[src/rtl/tsn_sched_pkg.sv]
// Shared definitions for the strict-priority egress scheduler.
//   state_t     : scheduler FSM encoding (2 bits)
//   clog2_min1  : ceil(log2(n)) clamped to at least 1, used for index/counter widths
package tsn_sched_pkg;

    typedef enum logic [1:0] {
        ST_IDLE  = 2'd0,
        ST_GRANT = 2'd1,
        ST_BUSY  = 2'd2,
        ST_GAP   = 2'd3
    } state_t;

    // Width needed to index n items (or hold values 0..n-1), never less than 1.
    function automatic int unsigned clog2_min1(input int unsigned n);
        int unsigned w;
        w = (n <= 1) ? 1 : $clog2(n);
        return (w == 0) ? 1 : w;
    endfunction

endpackage : tsn_sched_pkg

[src/rtl/tsn_sp_arbiter.sv]
// Combinational MSB-first priority encoder.
//   req : request vector, bit N-1 is the highest priority
//   idx : index of the highest set request bit (0 when none set)
//   any : at least one request bit is set
module tsn_sp_arbiter
    import tsn_sched_pkg::*;
#(
    parameter int unsigned N     = 8,
    localparam int unsigned PRI_W = clog2_min1(N)
) (
    input  logic [N-1:0]     req,
    output logic [PRI_W-1:0] idx,
    output logic             any
);

    // Ascending scan: the last set bit seen (the highest) wins.
    always_comb begin
        idx = '0;
        for (int unsigned i = 0; i < N; i++) begin
            if (req[i]) begin
                idx = PRI_W'(i);
            end
        end
    end

    assign any = |req;

endmodule : tsn_sp_arbiter

[src/rtl/tsn_qos_sp_sched.sv]
// Strict-priority transmit scheduler for one egress port.
// Masks per-queue occupancy with the Qbv gate vector, grants the highest
// eligible queue to the TX MAC reader, holds the grant for the whole frame and
// then enforces an inter-frame gap before arbitrating again.
//   i_clk / i_rst        : clock, synchronous active-high reset
//   i_ControlList_state  : per-priority gate state, 1 = open
//   i_fifo_empty         : per-priority queue empty flag, 1 = empty
//   o_sched_vld / o_sched_pri / i_sched_ack : grant handshake to the reader
//   i_tx_done            : one-cycle pulse, granted frame fully read out
//   o_busy               : high from grant until the gap has expired
module tsn_qos_sp_sched
    import tsn_sched_pkg::*;
#(
    parameter int unsigned PORT_FIFO_PRI_NUM = 8,
    parameter int unsigned IFG_CYCLES        = 3,
    localparam int unsigned PRI_W            = clog2_min1(PORT_FIFO_PRI_NUM)
) (
    input  logic                         i_clk,
    input  logic                         i_rst,
    input  logic [PORT_FIFO_PRI_NUM-1:0] i_ControlList_state,
    input  logic [PORT_FIFO_PRI_NUM-1:0] i_fifo_empty,
    output logic                         o_sched_vld,
    output logic [PRI_W-1:0]             o_sched_pri,
    input  logic                         i_sched_ack,
    input  logic                         i_tx_done,
    output logic                         o_busy
);

    localparam int unsigned CNT_W = clog2_min1(IFG_CYCLES + 1);
    localparam logic [CNT_W-1:0] GAP_LOAD =
        CNT_W'((IFG_CYCLES == 0) ? 0 : (IFG_CYCLES - 1));

    state_t             state_q, state_d;
    logic               vld_q, vld_d;
    logic [PRI_W-1:0]   pri_q, pri_d;
    logic               busy_q, busy_d;
    logic [CNT_W-1:0]   cnt_q, cnt_d;

    logic [PORT_FIFO_PRI_NUM-1:0] eligible;
    logic [PRI_W-1:0]             win_idx;
    logic                         win_any;

    // Eligibility is evaluated fresh every cycle, never registered.
    assign eligible = i_ControlList_state & ~i_fifo_empty;

    tsn_sp_arbiter #(
        .N   (PORT_FIFO_PRI_NUM)
    ) u_arb (
        .req (eligible),
        .idx (win_idx),
        .any (win_any)
    );

    // Next-state and next-output logic.
    always_comb begin
        state_d = state_q;
        vld_d   = vld_q;
        pri_d   = pri_q;
        cnt_d   = cnt_q;

        case (state_q)
            ST_IDLE: begin
                if (win_any) begin
                    pri_d   = win_idx;
                    vld_d   = 1'b1;
                    state_d = ST_GRANT;
                end
            end
            ST_GRANT: begin
                // Ack has precedence over a same-cycle gate close.
                if (i_sched_ack) begin
                    vld_d   = 1'b0;
                    state_d = ST_BUSY;
                end else if (!i_ControlList_state[pri_q]) begin
                    vld_d   = 1'b0;
                    state_d = ST_IDLE;
                end
            end
            ST_BUSY: begin
                // Gate changes are ignored mid-frame; guard band is upstream.
                if (i_tx_done) begin
                    if (IFG_CYCLES == 0) begin
                        state_d = ST_IDLE;
                    end else begin
                        cnt_d   = GAP_LOAD;
                        state_d = ST_GAP;
                    end
                end
            end
            ST_GAP: begin
                if (cnt_q == '0) begin
                    state_d = ST_IDLE;
                end else begin
                    cnt_d = cnt_q - CNT_W'(1);
                end
            end
            default: begin
                state_d = ST_IDLE;
                vld_d   = 1'b0;
            end
        endcase

        busy_d = (state_d != ST_IDLE);
    end

    // State and output registers.
    always_ff @(posedge i_clk) begin
        if (i_rst) begin
            state_q <= ST_IDLE;
            vld_q   <= 1'b0;
            pri_q   <= '0;
            busy_q  <= 1'b0;
            cnt_q   <= '0;
        end else begin
            state_q <= state_d;
            vld_q   <= vld_d;
            pri_q   <= pri_d;
            busy_q  <= busy_d;
            cnt_q   <= cnt_d;
        end
    end

    assign o_sched_vld = vld_q;
    assign o_sched_pri = pri_q;
    assign o_busy      = busy_q;

endmodule : tsn_qos_sp_sched

[config.mk]
export PLATFORM = sky130hd
export DESIGN_NAME = tsn_qos_sp_sched
export DESIGN_NICKNAME = d
export VERILOG_FILES = /design/src/rtl/tsn_sched_pkg.sv /design/src/rtl/tsn_sp_arbiter.sv /design/src/rtl/tsn_qos_sp_sched.sv
export SDC_FILE = /design/constraint.sdc
export NUM_CORES = 1
export LEC_CHECK = 0
export ABC_AREA = 0
export BUFFER_PORTS_ARGS = -buffer_cell sky130_fd_sc_hd__buf_2
export CAP_MARGIN = 40
export CORE_AREA = 2 2 39 41
export DETAILED_ROUTE_END_ITERATION = 12
export DIE_AREA = 0 0 41 43
export PLACE_DENSITY = 0.72
export SYNTH_ARGS = -nofsm -noshare
export SYNTH_HDL_FRONTEND = slang
export SYNTH_SLANG_ARGS = --single-unit
[constraint.sdc]
create_clock -name i_clk -period 1.7 [get_ports i_clk]
set_input_delay 0 -clock i_clk [delete_from_list [all_inputs] [get_ports i_clk]]
set_output_delay 0 -clock i_clk [all_outputs]
set_load 0.03 [all_outputs]
# Word-level counts from Yosys, hierarchy flattened
# Cells that the tools add are included.
dict set report totals {
  ff_bits 9
  output_inout_bits 5
}
dict set report classes {
  n_addsub 1
  order_cmp 1
  n_eq_ne 7
  mux 22
  bitwise 2
  reduce_logical 9
}
# cell n
set ops {}
lappend ops {{two-way mux 2 bit} 9}
lappend ops {{two-way mux 3 bit} 4}
lappend ops {{bitwise AND 8 bit} 1}
lappend ops {{inverter 8 bit} 1}
lappend ops {{case mux 2 bit (4 select lines)} 1}
lappend ops {{OR reduction 8 bit} 1}
lappend ops {{AND reduction 3 bit} 2}
lappend ops {{nonzero test 2 bit} 3}
lappend ops {{two-way mux 1 bit} 5}
lappend ops {{equality test 2 bit (second input constant)} 2}
lappend ops {{zero test 2 bit} 2}
lappend ops {{less-than comparator 3 x 4 -> 1 bit (second input constant)} 1}
lappend ops {{!= test 2 bit (second input constant)} 2}
lappend ops {{case mux 2 bit (2 select lines)} 1}
lappend ops {{binary-select mux 1 bit (select 3 bit)} 1}
lappend ops {{!= test 3 bit (second input constant)} 1}
lappend ops {{equality test 2 x 1 -> 1 bit (second input constant)} 1}
lappend ops {{!= test 2 x 1 -> 1 bit (second input constant)} 1}
lappend ops {{case mux 1 bit (2 select lines)} 1}
lappend ops {{AND reduction 2 bit} 1}
lappend ops {{subtractor 2 x 1 -> 2 bit (second input constant)} 1}

# Logic depth before layout (Yosys ltp)
# Gate-level depths: netlist of run 1.
dict set report depth {
  depth_word 9
  mapped_depth 6
  depth_no_buf 6
}

# Cells and area by module
# From an unflattened synthesis of run 1, not the netlist that was laid out.
dict set report unflattened {
  hier_cells 70
  hier_area_um2 586.8
}
# module n_inst cells_per_inst area_each_um2
set by_module_without_submodules {}
lappend by_module_without_submodules {tsn_qos_sp_sched 1 58 520.5}
lappend by_module_without_submodules {tsn_sp_arbiter 1 12 66.3}

# Worst setup path before layout of run 1
# No wires, ideal clock.
dict set report synth_timing {
  kind {register to register}
  from {reg pri_q[0] (netlist: o_sched_pri[0])}
  to {reg busy_q (netlist: o_busy)}
  setup_ps 130
  arrival_time_ps 1529
  path_slack_ps 41
  path_stages_with_launch 6
  path_buffers 0
  synth_period_minus_slack_ps 1659
  path_cell_list {dfxtp_1 > mux4_2 > nor2_1 > a31oi_2 > a31oi_1 > a21oi_1}
}
dict set report synth_between {
  elab_chain_len 6
}
# element line_no
set synth_lines {}
lappend synth_lines {{start: declaration} tsn_qos_sp_sched.sv:35} ;# logic [PRI_W-1:0] pri_q, pri_d;
lappend synth_lines {{start signal: assignment} tsn_qos_sp_sched.sv:117} ;# pri_q <= pri_d;
lappend synth_lines {{binary-select mux 1 bit (select 3 bit)} tsn_qos_sp_sched.sv:74} ;# end else if (!i_ControlList_state[pri_q]) begin
lappend synth_lines {{two-way mux 1 bit (implied by the code)} tsn_qos_sp_sched.sv:74}
lappend synth_lines {{two-way mux 2 bit} tsn_qos_sp_sched.sv:74}
lappend synth_lines {{two-way mux 2 bit} tsn_qos_sp_sched.sv:71} ;# if (i_sched_ack) begin
lappend synth_lines {{case mux 2 bit (4 select lines)} tsn_qos_sp_sched.sv:61} ;# case (state_q)
lappend synth_lines {{nonzero test 2 bit} tsn_qos_sp_sched.sv:103} ;# busy_d = (state_d != ST_IDLE);
lappend synth_lines {{end signal: assignment} tsn_qos_sp_sched.sv:118} ;# busy_q <= busy_d;
lappend synth_lines {{end: declaration} tsn_qos_sp_sched.sv:36} ;# logic busy_q, busy_d;
# No other way between the ends. The select of a mux whose other input is x is not followed.
# A chain may end at the register's enable or synchronous reset.

# Worst setup path after layout of run 1
# Same ends and word-level chain as after synthesis.

==> flow_summary.json, run 1 <==
{
  "result_of_the_run": "complete, no violations",
  "place.gp.congestion": 0.7308,
  "clkPwrFrac_pct": 25.1,
  "cellInternalPower_w": 0.0004278,
  "synth.top_cells.by_count": "9 x dfxtp_1, 9 x nor2_1, 6 x a21oi_1, 6 x inv_1, 5 x nor2b_1",
  "cts_inserted_buffers": 3,
  "timing.critical_path.buf_inv": 0,
  "synth_compound_area_share_pct": 28.16,
  "max-vdd-ir-drop_mv": 0.6995,
  "grt_pass1_wl_um": 1959,
  "synth_cell_type_count": 26,
  "timing.critical_path.to_type": "flop",
  "static-leakage-power_nw": 0.3188,
  "drt_first_pass_iters": 4,
  "avgViaCountPerCell": 5.148,
  "initialDrtViolationCount": 7,
  "h_tree_levels": 1,
  "port_buffers": 24,
  "postSynthNetCount": 86,
  "worstSkewPairLatency_ps": 260,
  "post_synth_main_area_contributors": "dfxtp_1 32%, nor2_1 6.0%, nor2b_1 5.5%, a21oi_1 5.3%, mux2i_1 5.3%",
  "cts_tree": "built",
  "slew_violations": 0,
  "worstPathArrival_ps": 1660,
  "power.density_cell_area_nw_per_um2": 909.5,
  "grt_antenna_before_repair": 0,
  "grt_util_all_layers_pct": 16.57,
  "synth-warning-count": 0,
  "cts_resized": 0,
  "ff2ff_setup_slack_ps": 180,
  "slowest_stage": "mux4_2",
  "clock_path_buffers": 2,
  "synth_mux_area_share_pct": 9.313,
  "finalClockSkew_ps": 2.857,
  "areaGrowthSynthToFinish_pct": 28.82,
  "die_width_um": 41,
  "dominantRegCellSynth": "dfxtp_1",
  "async_reset_ff_share_pct": 0,
  "combPwrFrac_pct": 34.2,
  "routed-via-count": 556,
  "path_cells": "mux4_2, nor2_1, a31oi_2, a31oi_1, a21oi_1",
  "timing.final.hold_violations": 0,
  "worstPathRequired_ps": 1840,
  "dominant_combinational_cell_family_by_area_after_synthesis": "compound AO/OA/AOI/OAI gates",
  "placement_rows": 14,
  "cpPeakStageDelay_ps": 510,
  "start_util_pct": 40.78,
  "floorplan.core_area_um2": 1384,
  "cp_top_family": "multiplexers",
  "drt_drc_violations_left": 0,
  "clock_pin_slew_on_the_worst_setup_and_hold_paths_ps": 60,
  "synthAdderAreaFrac_pct": 2.217,
  "die_height_um": 43,
  "critPathKind": "flop to flop",
  "cts_post_setup_buffers_inserted": 0,
  "grt.overflow.total": 0,
  "max_slew.worst_pin.slew_ps": 309.5,
  "synth_simple_gate_area_share_pct": 23.73,
  "final_antenna_net_count": 0,
  "edff_count_synth": 0,
  "synth_sequential_area_ratio_pct": 31.93,
  "setup_tns_ps": 0,
  "synth_top_area_share_pct": 31.93,
  "max_freq_ghz": 0.6590,
  "synth_xor_xnor_area_share_pct": 0,
  "setup-violations-final": 0,
  "max-slew-margin-rel_pct": 79.36,
  "fin_total_pwr_w": 0.0006612,
  "p_sw_w": 0.0002334,
  "hpwlAfterDp_um": 988.4,
  "post_synth_instance_area_um2": 564.3,
  "fraction_of_power_spent_switching_nets_pct": 35.30,
  "io_pins": 25,
  "nNetsFinal": 114,
  "drv_cap": 0,
  "cts-hold-fix-buffers": 0,
  "syn_avg_cell_area_um2": 8.681,
  "yosysTopAreaCell": "dfxtp_1",
  "timing.final.crit_share_pct": 89.26,
  "grt_max_degree": 10,
  "grt.met2_usage_pct": 26.25,
  "crit_path_max_fanout": 5,
  "final_period_minus_worst_setup_slack_ps": 1517,
  "groute.layer.met1.usage_pct": 19.34,
  "yosys_register_bits": 9,
  "critPathLaunchType": "flop",
  "sequentialPowerShare_pct": 40.8,
  "rsz0062_at_grt": "no",
  "grt.busiest_layer": "met2",
  "post_route_cells_drive_above_1_share_pct": 36.96,
  "hold_path_class": "input pin to flop",
  "dieArea_um2": 1763,
  "cts.sink_count": 9,
  "grt.met3_usage_pct": 7.853,
  "clock_tree.root_cell": "clkbuf_4",
  "route.final.wire_length_um": 1246,
  "first_global_vias": 501,
  "routed_wl_per_cell_um": 11.54,
  "synthesis.instances": 65,
  "n_antenna_cell": 0
}
==> cell type report <==
| class | count | area [um2] |
|---|---|---|
| Inverter | 6 | 22.52 |
| Clock buffer | 4 | 26.28 |
| Sequential cell | 9 | 180.2 |
| Fill cell | 138 | 656.9 |
| Timing Repair Buffer | 24 | 120.1 |
| Multi-Input combinational cell | 49 | 357.8 |
| Tap cell | 16 | 20.02 |
==> registers in the layout (all words and copies together) (netlist names) <==
register / flops
o_sched_pri: 3
cnt_q: 2
state_q: 2
o_busy: 1
o_sched_vld: 1
==> final timing paths <==
check,start,end,cells after the start
worst max-delay path,o_sched_pri[0]$_SDFFE_PP0P_,o_busy$_SDFF_PP0_,5
worst min-delay path,i_rst,o_sched_pri[2]$_SDFFE_PP0P_,2
worst max register to register,o_sched_pri[0]$_SDFFE_PP0P_,o_busy$_SDFF_PP0_,5
worst min register to register,cnt_q[1]$_SDFFE_PP0P_,cnt_q[1]$_SDFFE_PP0P_,2
==> logic make-up after synthesis <==
logic type	count (synthesis)
buf+inv	7
fa+ha+maj	1
mux	4
simple gates	25
flops	9
compound gates	19
==> routing by layer <==
layer	share of wire, %	routed length, um
met3	7.1	89
met1	44	549
met5	0	0
met4	0	0
met2	49	607
==> through the flow <==
step,setup WS [ps],utilization (%),hold WS (ps),cell area (um2),std cells
after floorplan,40.53,-,179.0,564.3,65
after global placement,227.9,50.63,295.1,700.7,104
after detailed placement,203.1,50.63,298.7,700.7,104
after CTS,179.6,52.53,19.86,726.9,108
after global routing,74.68,52.53,24.76,726.9,108
final,182.5,52.53,24.57,726.9,108
==> power by group through the flow <==
stage,Clock [W],Combinational [W],Sequential [W]
2_1_floorplan,0,0.000124,0.000308
3_3_place_gp,0,0.000224,0.000272
3_5_place_dp,0,0.000225,0.000274
4_1_cts,0.000175,0.000227,0.000270
5_1_grt,0.000187,0.000246,0.000275
6_report,0.000166,0.000226,0.000269
==> worst register-to-register path, cell delays in order, from the launching register on <==
cell	delay, ps
dfxtp_1	420
mux4_2	520
nor2_1	120
a31oi_2	60
a31oi_1	190
a21oi_1	90
==> cell usage in the layout (no fill, tap or decap) <==
cell type | synthesis | layout
a22oi_1 | 1 | 1
o21ai_0 | 1 | 1
ha_1 | 1 | 1
a211oi_1 | 3 | 3
nor2b_1 | 5 | 5
a2111oi_4 | 1 | 1
a31o_2 | 1 | 1
nor2b_4 | 1 | 1
nor2_1 | 9 | 9
mux4_2 | 1 | 1
a21oi_1 | 6 | 6
and4_1 | 1 | 1
mux2i_1 | 3 | 3
nand2b_1 | 2 | 2
inv_1 | 6 | 6
a41oi_2 | 1 | 1
buf_2 | 0 | 24
a311oi_1 | 1 | 1
clkbuf_4 | 0 | 3
clkbuf_1 | 0 | 1
a31oi_2 | 1 | 1
nand3b_1 | 1 | 1
nand3_1 | 1 | 1
dfxtp_1 | 9 | 9
o211ai_1 | 1 | 1
nand2_1 | 4 | 4
a31oi_1 | 2 | 2
or2_2 | 1 | 1
Note: power is estimated with default switching activity, not from simulation.
==> run 2: changes to the inputs <==
--- a/config.mk
+++ b/config.mk
@@ -11,7 +11,7 @@
 export CORE_AREA = 2 2 39 41
 export DETAILED_ROUTE_END_ITERATION = 12
 export DIE_AREA = 0 0 41 43
-export PLACE_DENSITY = 0.72
+export PLACE_DENSITY = 0.73
 export SYNTH_ARGS = -nofsm -noshare
 export SYNTH_HDL_FRONTEND = slang
 export SYNTH_SLANG_ARGS = --single-unit
==> constraint.sdc (replaced) <==
create_clock -name i_clk -period 2 [get_ports i_clk]
set_input_delay 0 -clock i_clk [delete_from_list [all_inputs] [get_ports i_clk]]
set_output_delay 0 -clock i_clk [all_outputs]
set_load 0.03 [all_outputs]
==> flow_summary.json, run 2 (synthesis gave the netlist of run 1 again) <==
{
  "rsz0062_at_grt": "no",
  "slew_violations": 0,
  "worstSkewPairLatency_ps": 260,
  "finalClockSkew_ps": 5.659,
  "max_freq_ghz": 0.6504,
  "drv_cap": 0,
  "max_slew.worst_pin.slew_ps": 304.7,
  "largest_register_ff_count": 3,
  "cts_post_setup_buffers_inserted": 0,
  "power.density_cell_area_nw_per_um2": 767.7,
  "nNetsFinal": 114,
  "die_width_um": 41,
  "timing.final.hold_violations": 0,
  "clock_path_buffers": 2,
  "final-instance-count-excl-fill": 108,
  "grt_pass1_wl_um": 1752,
  "fillers": 134,
  "layout.cells.most_common": "buf_2",
  "placement_rows": 14,
  "worstPathRequired_ps": 2140,
  "drt_first_pass_iters": 4,
  "design_area_um2": 726.9,
  "dieArea_um2": 1763,
  "grt_util_all_layers_pct": 15.14,
  "setup-violations-final": 0,
  "static-leakage-power_nw": 0.3188,
  "routed-via-count": 580,
  "routed_wl_per_cell_um": 11.21,
  "placedCellCount": 104,
  "cts_inserted_buffers": 3,
  "clock_pin_slew_on_the_worst_setup_and_hold_paths_ps": 60,
  "cts_tree": "built",
  "io_pins": 25,
  "critPathKind": "flop to flop",
  "final_antenna_net_count": 0,
  "max-vdd-ir-drop_mv": 0.5323,
  "post_route_cells_drive_above_1_share_pct": 36.96,
  "hold_path_class": "input pin to flop",
  "h_tree_levels": 1,
  "cts_resized": 0,
  "drt_drc_violations_left": 0,
  "cts.sink_count": 9,
  "result_of_the_run": "complete, no violations",
  "setup_tns_ps": 0,
  "max-slew-margin-rel_pct": 79.68,
  "start_util_pct": 40.78,
  "timing.final.crit_share_pct": 76.88,
  "timing.critical_path.to_type": "flop",
  "cts-hold-fix-buffers": 0,
  "place.gp.congestion": 0.7318,
  "multi_input_area_um2": 357.8,
  "floorplan.core_area_um2": 1384,
  "grt_max_degree": 10,
  "first_global_vias": 455,
  "fin_util_pct": 52.53,
  "grt.overflow.total": 0,
  "die_height_um": 43,
  "port_buffers": 24,
  "avgViaCountPerCell": 5.370,
  "hpwlAfterDp_um": 969.1,
  "n_antenna_cell": 0,
  "fin_total_pwr_w": 0.0005581,
  "area.sequential_um2": 180.2,
  "clock_tree.root_cell": "clkbuf_4",
  "most-common-layout-cells": "24 x buf_2, 9 x nor2_1, 9 x dfxtp_1",
  "areaGrowthSynthToFinish_pct": 28.82,
  "route.final.wire_length_um": 1211,
  "grt_antenna_before_repair": 0,
  "final_period_minus_worst_setup_slack_ps": 1538,
  "placement.cell_area_um2": 700.7,
  "crit_path_max_fanout": 5,
  "critPathLaunchType": "flop",
  "initialDrtViolationCount": 8,
  "worstPathArrival_ps": 1680
}
-- run 2: worst paths after layout --
kind	start	end	slack (ps)	cells after the start
worst max register to register	o_sched_pri[0]$_SDFFE_PP0P_	o_busy$_SDFF_PP0_	460	5
worst min register to register	cnt_q[1]$_SDFFE_PP0P_	cnt_q[1]$_SDFFE_PP0P_	460	2
worst max-delay path	o_sched_pri[0]$_SDFFE_PP0P_	o_busy$_SDFF_PP0_	460	5
worst min-delay path	i_rst	o_sched_pri[0]$_SDFFE_PP0P_	20	2
-- run 2: metal layers --
| metal | global-route usage [%] | wire length [um] | vias to the layer above |
|---|---|---|---|
| met3 | 9.424 | 117 | 0 |
| met5 | 0 | 0 | - |
| li1 | - | - | 292 |
| met1 | 16.99 | 510 | 264 |
| met4 | 4.000 | 0 | 0 |
| met2 | 23.13 | 582 | 24 |
-- run 2: critical path: stages (launching register included) --
cell and delay, ps:
dfxtp_1 420, mux4_2 510, nor2_1 120, a31oi_2 60
a31oi_1 210, a21oi_1 100
-- run 2: stage by stage --
| stage | hold slack [ps] | setup WS, ps |
|---|---|---|
| CTS | 19.27 | 470.5 |
| finish | 24.87 | 462.4 |
| global route | 20.69 | 347.5 |
| global placement | 294.4 | 530.5 |
| floorplan | 179.0 | 340.5 |
| detailed placement | 300.0 | 482.9 |
-- run 2: report_power, final --
group	internal (W)	switching (W)	total (W)
sequential	0.000203	0.0000251	0.000228
clock	0.0000768	0.0000620	0.000139
combinational	0.0000835	0.000107	0.000191
-- run 2: area by class of cell --
cell class	instances	area share [%]
Inverter	6	3.098
Tap cell	16	2.754
Clock buffer	4	3.614
Multi-Input combinational cell	49	49.23
Timing Repair Buffer	24	16.52
Sequential cell	9	24.78
